## src/rtl/img_proc_engine.sv

```systemverilog
// Image processing engine: one mirror, grayscale or G-channel sharpen pass per start
// over an IMG_H x IMG_W RGB image, with registered address/write outputs.
module img_proc_engine #(
  parameter int unsigned IMG_W  = 64,
  parameter int unsigned IMG_H  = 64,
  parameter int unsigned ADDR_W = 6,
  parameter int unsigned CH_W   = 8
) (
  input  logic                clk,
  input  logic                rst_n,
  input  logic                start,
  input  logic [1:0]          mode,
  output logic                busy,
  output logic                done,
  output logic [ADDR_W-1:0]   row,
  output logic [ADDR_W-1:0]   col,
  input  logic [3*CH_W-1:0]   in_pix,
  output logic                out_we,
  output logic [3*CH_W-1:0]   out_pix
);

  localparam int unsigned AccW = CH_W + 5;
  localparam logic [ADDR_W-1:0] RowMax = ADDR_W'(IMG_H - 1);
  localparam logic [ADDR_W-1:0] ColMax = ADDR_W'(IMG_W - 1);

  localparam logic [2:0] StIdle  = 3'd0;
  localparam logic [2:0] StMirRd = 3'd1;
  localparam logic [2:0] StMirWr = 3'd2;
  localparam logic [2:0] StGrRd  = 3'd3;
  localparam logic [2:0] StGrWr  = 3'd4;
  localparam logic [2:0] StShRd  = 3'd5;
  localparam logic [2:0] StShWr  = 3'd6;
  localparam logic [2:0] StDone  = 3'd7;

  // Neighbour index k = 3*kr + kc, with kr/kc in 0..2 standing for offsets -1..+1.
  function automatic logic [1:0] k_row(input logic [3:0] k);
    return (k < 4'd3) ? 2'd0 : (k < 4'd6) ? 2'd1 : 2'd2;
  endfunction

  function automatic logic [1:0] k_col(input logic [3:0] k);
    return 2'(k - 4'(k_row(k)) * 4'd3);
  endfunction

  // p + d - 1 in ADDR_W+2 bits; the top bit set means the coordinate went negative.
  function automatic logic [ADDR_W+1:0] offs(input logic [ADDR_W-1:0] p, input logic [1:0] d);
    return {2'b00, p} + {{ADDR_W{1'b0}}, d} - {{(ADDR_W + 1){1'b0}}, 1'b1};
  endfunction

  function automatic logic in_lim(input logic [ADDR_W+1:0] v, input int unsigned lim);
    return !v[ADDR_W+1] && (v[ADDR_W:0] < (ADDR_W + 1)'(lim));
  endfunction

  logic [2:0]          state_q, state_d;
  logic [1:0]          mode_q, mode_d;
  logic [ADDR_W-1:0]   r_q, r_d, c_q, c_d;
  logic [3:0]          k_q, k_d;
  logic [AccW-1:0]     acc_q, acc_d;
  logic [ADDR_W-1:0]   row_q, row_d, col_q, col_d;
  logic                we_q, we_d, busy_q, busy_d, done_q, done_d;
  logic [3*CH_W-1:0]   pix_q, pix_d;

  logic [CH_W-1:0]     ch_r, ch_g, ch_b, mx, mn, sh_g;
  logic [CH_W:0]       gsum;
  logic [ADDR_W+1:0]   cur_rr, cur_cc, nxt_rr, nxt_cc;
  logic                cur_ok, nxt_ok, last_c, last_pix;
  logic [AccW-1:0]     g_ext, contrib, acc_sum;
  logic [ADDR_W-1:0]   nr, nc, ent_r, ent_c, ent_row, ent_col;
  logic [1:0]          ent_mode;
  logic [2:0]          ent_state;

  // Per-pixel datapath: grayscale midpoint, sharpen accumulation/clamp, raster stepping.
  always_comb begin
    ch_r = in_pix[3*CH_W-1:2*CH_W];
    ch_g = in_pix[2*CH_W-1:CH_W];
    ch_b = in_pix[CH_W-1:0];
    mx = (ch_r > ch_g) ? ch_r : ch_g;
    mx = (mx > ch_b) ? mx : ch_b;
    mn = (ch_r < ch_g) ? ch_r : ch_g;
    mn = (mn < ch_b) ? mn : ch_b;
    gsum = {1'b0, mx} + {1'b0, mn};

    cur_rr = offs(r_q, k_row(k_q));
    cur_cc = offs(c_q, k_col(k_q));
    cur_ok = in_lim(cur_rr, IMG_H) && in_lim(cur_cc, IMG_W);
    nxt_rr = offs(r_q, k_row(4'(k_q + 4'd1)));
    nxt_cc = offs(c_q, k_col(4'(k_q + 4'd1)));
    nxt_ok = in_lim(nxt_rr, IMG_H) && in_lim(nxt_cc, IMG_W);

    g_ext = AccW'(ch_g);
    if (!cur_ok)           contrib = '0;
    else if (k_q == 4'd4)  contrib = g_ext * AccW'(9);
    else                   contrib = AccW'(0) - g_ext;
    acc_sum = acc_q + contrib;
    // Two's-complement accumulator: negative clamps to 0, above channel range to max.
    if (acc_sum[AccW-1])              sh_g = '0;
    else if (|acc_sum[AccW-2:CH_W])   sh_g = '1;
    else                              sh_g = acc_sum[CH_W-1:0];

    last_c   = (c_q == ColMax);
    last_pix = last_c && (r_q == RowMax);
    nc = last_c ? '0 : c_q + 1'b1;
    nr = last_c ? r_q + 1'b1 : r_q;
  end

  // First state and address of the pixel about to be entered (from IDLE or after a write).
  always_comb begin
    ent_mode = (state_q == StIdle) ? mode : mode_q;
    ent_r    = (state_q == StIdle) ? '0 : nr;
    ent_c    = (state_q == StIdle) ? '0 : nc;
    ent_state = StShRd;
    ent_row   = ent_r;
    ent_col   = ent_c;
    case (ent_mode)
      2'd0: begin
        ent_state = StMirRd;
        ent_row   = RowMax - ent_r;
      end
      2'd1: begin
        ent_state = StMirRd;
        ent_col   = ColMax - ent_c;
      end
      2'd2: ent_state = StGrRd;
      default: begin
        // k=0 is (-1,-1): in range only when neither coordinate is on the top/left edge.
        if (ent_r != '0 && ent_c != '0) begin
          ent_row = ent_r - 1'b1;
          ent_col = ent_c - 1'b1;
        end
      end
    endcase
  end

  // Next-state logic; every output register is loaded with its value for the next state.
  always_comb begin
    state_d = state_q;
    mode_d  = mode_q;
    r_d     = r_q;
    c_d     = c_q;
    k_d     = k_q;
    acc_d   = acc_q;
    row_d   = row_q;
    col_d   = col_q;
    we_d    = 1'b0;
    busy_d  = busy_q;
    done_d  = 1'b0;
    pix_d   = pix_q;
    case (state_q)
      StIdle: begin
        busy_d = 1'b0;
        if (start) begin
          mode_d  = mode;
          r_d     = '0;
          c_d     = '0;
          k_d     = '0;
          acc_d   = '0;
          busy_d  = 1'b1;
          state_d = ent_state;
          row_d   = ent_row;
          col_d   = ent_col;
        end
      end
      StMirRd: begin
        state_d = StMirWr;
        row_d   = r_q;
        col_d   = c_q;
        pix_d   = in_pix;
        we_d    = 1'b1;
      end
      StGrRd: begin
        state_d = StGrWr;
        pix_d   = {{CH_W{1'b0}}, gsum[CH_W:1], {CH_W{1'b0}}};
        we_d    = 1'b1;
      end
      StShRd: begin
        acc_d = acc_sum;
        if (k_q == 4'd8) begin
          state_d = StShWr;
          k_d     = '0;
          row_d   = r_q;
          col_d   = c_q;
          pix_d   = {{CH_W{1'b0}}, sh_g, {CH_W{1'b0}}};
          we_d    = 1'b1;
        end else begin
          k_d   = 4'(k_q + 4'd1);
          row_d = nxt_ok ? nxt_rr[ADDR_W-1:0] : r_q;
          col_d = nxt_ok ? nxt_cc[ADDR_W-1:0] : c_q;
        end
      end
      StMirWr, StGrWr, StShWr: begin
        acc_d = '0;
        if (last_pix) begin
          state_d = StDone;
          row_d   = '0;
          col_d   = '0;
          busy_d  = 1'b0;
          done_d  = 1'b1;
        end else begin
          r_d     = nr;
          c_d     = nc;
          state_d = ent_state;
          row_d   = ent_row;
          col_d   = ent_col;
        end
      end
      default: begin
        state_d = StIdle;
        busy_d  = 1'b0;
      end
    endcase
  end

  // State and registered outputs.
  always_ff @(posedge clk or negedge rst_n) begin
    if (!rst_n) begin
      state_q <= StIdle;
      mode_q  <= '0;
      r_q     <= '0;
      c_q     <= '0;
      k_q     <= '0;
      acc_q   <= '0;
      row_q   <= '0;
      col_q   <= '0;
      we_q    <= 1'b0;
      busy_q  <= 1'b0;
      done_q  <= 1'b0;
      pix_q   <= '0;
    end else begin
      state_q <= state_d;
      mode_q  <= mode_d;
      r_q     <= r_d;
      c_q     <= c_d;
      k_q     <= k_d;
      acc_q   <= acc_d;
      row_q   <= row_d;
      col_q   <= col_d;
      we_q    <= we_d;
      busy_q  <= busy_d;
      done_q  <= done_d;
      pix_q   <= pix_d;
    end
  end

  assign row     = row_q;
  assign col     = col_q;
  assign out_we  = we_q;
  assign out_pix = pix_q;
  assign busy    = busy_q;
  assign done    = done_q;

endmodule

```

## config.mk

```make
export PLATFORM = sky130hd
export DESIGN_NAME = img_proc_engine
export DESIGN_NICKNAME = d
export VERILOG_FILES = /design/src/rtl/img_proc_engine.sv
export SDC_FILE = /design/constraint.sdc
export NUM_CORES = 1
export LEC_CHECK = 0
export BUFFER_PORTS_ARGS = -buffer_cell sky130_fd_sc_hd__buf_2
export CAP_MARGIN = 20
export CORE_MARGIN = 10
export CORE_UTILIZATION = 32
export CTS_CLUSTER_DIAMETER = 50
export DETAILED_ROUTE_END_ITERATION = 6
export RECOVER_POWER = 100
export SYNTH_ARGS = -nofsm -noshare
export SYNTH_HDL_FRONTEND = slang
export SYNTH_SLANG_ARGS = --single-unit
```

## constraint.sdc

```tcl
create_clock -name clk -period 12.2 [get_ports clk]
set_clock_uncertainty 0.1 [all_clocks]
set_input_delay 0.61 -clock clk [delete_from_list [all_inputs] [get_ports clk]]
set_output_delay 0.61 -clock clk [all_outputs]
set_load 0.02 [all_outputs]
```

==> qor.csv <==
metric,value,unit
setup violators final,0,
top post-synthesis cells by area,"dfrtp_1 (25%), ha_1 (16%), a21oi_1 (6.2%)",
crit path cell chain,"ha_1, o21a_1, ha_1, xnor2_1, xnor2_1, ha_1, inv_1, ha_1, nor3b_1, or4_1, a31oi_1, xnor2_1, or4_1, nor2_1, ha_1, a21o_1, a21o_1, a21boi_0, o31ai_1, a21o_1, a21oi_1, xor3_1, a221oi_1, o211ai_1",
Worst Setup Start Kind,flip-flop,
Final Max Tran Viols,56,
Max transition margin,-1.09,
initial antenna violation count,0,
wire per inst,16.8,um
Port Buffers,67,
Async SR Flop Fraction,1.00,
hold_ws,0.358,ns
crit path max-delay cell type,or4_1,
antenna cells,0,
CTS tree,built,
Leakage,3.80,nW
Final #Nets,1115,
core area,22700,um^2
clk buf depth,2,
vias in the first global route,6565,
WP buf/inv,1,
most frequent cells after synthesis,"nor2_1 (105), nand2_1 (97), ha_1 (94), a21oi_1 (91), dfrtp_1 (73)",
Top delay family on crit path,compound AO/OA/AOI/OAI gates,
cts hold-fix bufs,0,
ratio of cells with drive above 1 in the final layout,0.0636,
crit path capture type,flip-flop,
H-tree levels,3,
Critical Path Fanout Max,12,
All-Layer GR Usage,0.144,
max-cap check violation count,1,
row cnt,55,
Synth top area share,0.247,
Filler cells,2404,
CTS Buf Count,9,
PD cells,84.5,nW/um^2
# IOs,68,
Mapped Nets,1070,
initial core utilization,0.326,
CP dominant cell by count,ha_1,
final hold violations,0,
first-pass iteration count of the detailed router,5,
first-pass GRT wire length,34300,um
Post-Synthesis Cells,942,
Resize count post-CTS,0,
later-pin clock latency in the skew report,0.34,ns
RSZ-0062 raised after global routing,false,
Setup Buffers After CTS,0,
root buf cell,clkbuf_16,
DRC,0,
status,"finished, violations left",
post-detail-place hpwl,16700,um
Worst Max-Slew Pin Slew,3.14,ns
most common cell in the netlist,nor2_1,
gpl congestion,0.891,
Post-Route Setup TNS,0,ns
data required time at the worst endpoint,12.30,ns
Netlist Area Pre-Place,7390,um^2
dominant cell type by area after synthesis,dfrtp_1,
minimum clock period,6.60,ns
failing checks,"capacitance limit, slew limit",
Post-Layout Inst Area,8190,um^2
Die ar.,29600,um^2
die height,172,um
Area Overhead vs Synth,10.7,%
number of flops mapped to enable cells by yosys,0,
Worst VDD drop,0.0566,mV
drt total wl,21500,um
#FFs+latches synth,73,
ys flop type,dfrtp_1,
GR Overflow Total,0,
Ys Warns,0,
max incr delay on CP,0.76,ns
Place WS,5.73,ns
Hold WC Path Type,in -> async,
CP arrival,6.70,ns
f_max,0.152,GHz
Mean Syn Cell Area,7.85,um^2
register clock-pin slew on the reported worst setup and hold paths,0.06,ns
Cell variety after synth,69,
Crit Path Class,reg -> reg,
Setup WS post-layout,5.60,ns
DR vias/cell,5.44,
routed via count,6937,
area post-placement,7980,um^2
final worst-path cycle share,0.541,
fin util,0.360,
DRT antenna net count,0,
CTS sink count,73,
largest net degree at the start of global routing,56,
"Seq/Total Area, Yosys",0.247,
Die X,172,um
DR iter-0 viols,548,
-- worst reg2reg max path, stage by stage, from the launching register on --
cell      delay, ns
dfrtp_1        0.46
ha_1           0.32
o21a_1         0.21
ha_1           0.19
xnor2_1        0.22
xnor2_1        0.15
ha_1           0.16
inv_1          0.04
ha_1           0.25
nor3b_1        0.13
or4_1          0.43
a31oi_1        0.23
xnor2_1        0.16
or4_1          0.76
nor2_1         0.22
ha_1           0.30
a21o_1         0.21
a21o_1         0.20
a21boi_0       0.18
o31ai_1        0.12
a21o_1         0.19
a21oi_1        0.26
xor3_1         0.52
a221oi_1       0.33
o211ai_1       0.15
-- sequential cells by signal (all words and copies together) (netlist names) --
name and flops:
c_q 6, state_q 3, col 6, done 1, out_pix 24, r_q 6
out_we 1, row 6, busy 1, k_q 4, acc_q 13, mode_q 2
-- cell families (layout without fill, tap and decap cells) --
group / after synthesis / count (layout) / share of synthesized area
AOI/OAI and AO/OA: 282 / 282 / 0.241
xor gates and xnor gates: 49 / 49 / 0.0602
adders and majority gates: 99 / 99 / 0.173
buffers and inverters: 104 / 153 / 0.0548
DFF: 73 / 73 / 0.247
muxes: 19 / 19 / 0.0272
and+or+nand+nor: 316 / 316 / 0.197
-- per-layer routing --
layer  vias up  wire length [um]  GRT usage  part of all wire
met4         0               200     0.0285            0.0093
met3        16              1230     0.0280             0.057
met2       192              9680      0.234              0.45
met5         -                 0          0                 0
li1       3470                 -          -                 -
met1      3259             10400      0.194              0.48
-- report_power, final --
part / internal (mW) / switching [mW]
Combinational: 0.0721 / 0.109
Clock: 0.153 / 0.108
Sequential: 0.246 / 0.00276
-- through the flow --
| stage | cells | total power, mW |
|---|---|---|
| 2_1_floorplan | 942 | 0.383 |
| 3_3_place_gp | 1261 | 0.433 |
| 3_5_place_dp | 1261 | 0.435 |
| 4_1_cts | 1276 | 0.699 |
| 5_1_grt | 1276 | 0.733 |
| 6_report | 1276 | 0.692 |
-- cells in the final DEF (no fill, tap or decap), drive strengths merged, types with 11 or more instances in the layout --
master / synthesis / layout
ha: 94 / 94
o21ai: 70 / 70
a21oi: 92 / 92
nor2: 106 / 106
nor3: 16 / 16
nand3: 32 / 32
clkbuf: 34 / 58
nor2b: 11 / 11
a221oi: 12 / 12
a21o: 17 / 17
inv: 62 / 62
buf: 6 / 29
dfrtp: 73 / 73
a31oi: 13 / 13
nand2: 97 / 97
xnor2: 38 / 38
-- path summary, 6_finish.rpt --
| kind | from | to | slack [ns] | cells after the start |
|---|---|---|---|---|
| setup / recovery | k_q[1]$_DFFE_PN0P_ | out_pix[14]$_DFFE_PN0P_ | 5.60 | 24 |
| hold / removal | rst_n | out_pix[3]$_DFFE_PN0P_ | 0.36 | 1 |
| setup reg to reg | k_q[1]$_DFFE_PN0P_ | out_pix[14]$_DFFE_PN0P_ | 5.60 | 24 |
| hold reg to reg | out_pix[18]$_DFFE_PN0P_ | out_pix[18]$_DFFE_PN0P_ | 0.36 | 2 |
| max in group asynchronous | rst_n | out_pix[10]$_DFFE_PN0P_ | 8.12 | 2 |
| min in group clk | out_pix[18]$_DFFE_PN0P_ | out_pix[18]$_DFFE_PN0P_ | 0.36 | 2 |
-- area by class of cell --
type | count | area (um^2) | share of cell area
flip-flops and latches | 73 | 1830 | 0.223
inverters | 64 | 240 | 0.0293
multi-input cells | 765 | 5160 | 0.630
repair buffers | 74 | 319 | 0.0390
well taps | 285 | 357 | 0.0436
clock buffers | 13 | 270 | 0.0330
clock inverters | 2 | 12.5 | 0.00153
No activity file was read; power rests on OpenSTA's default activity.
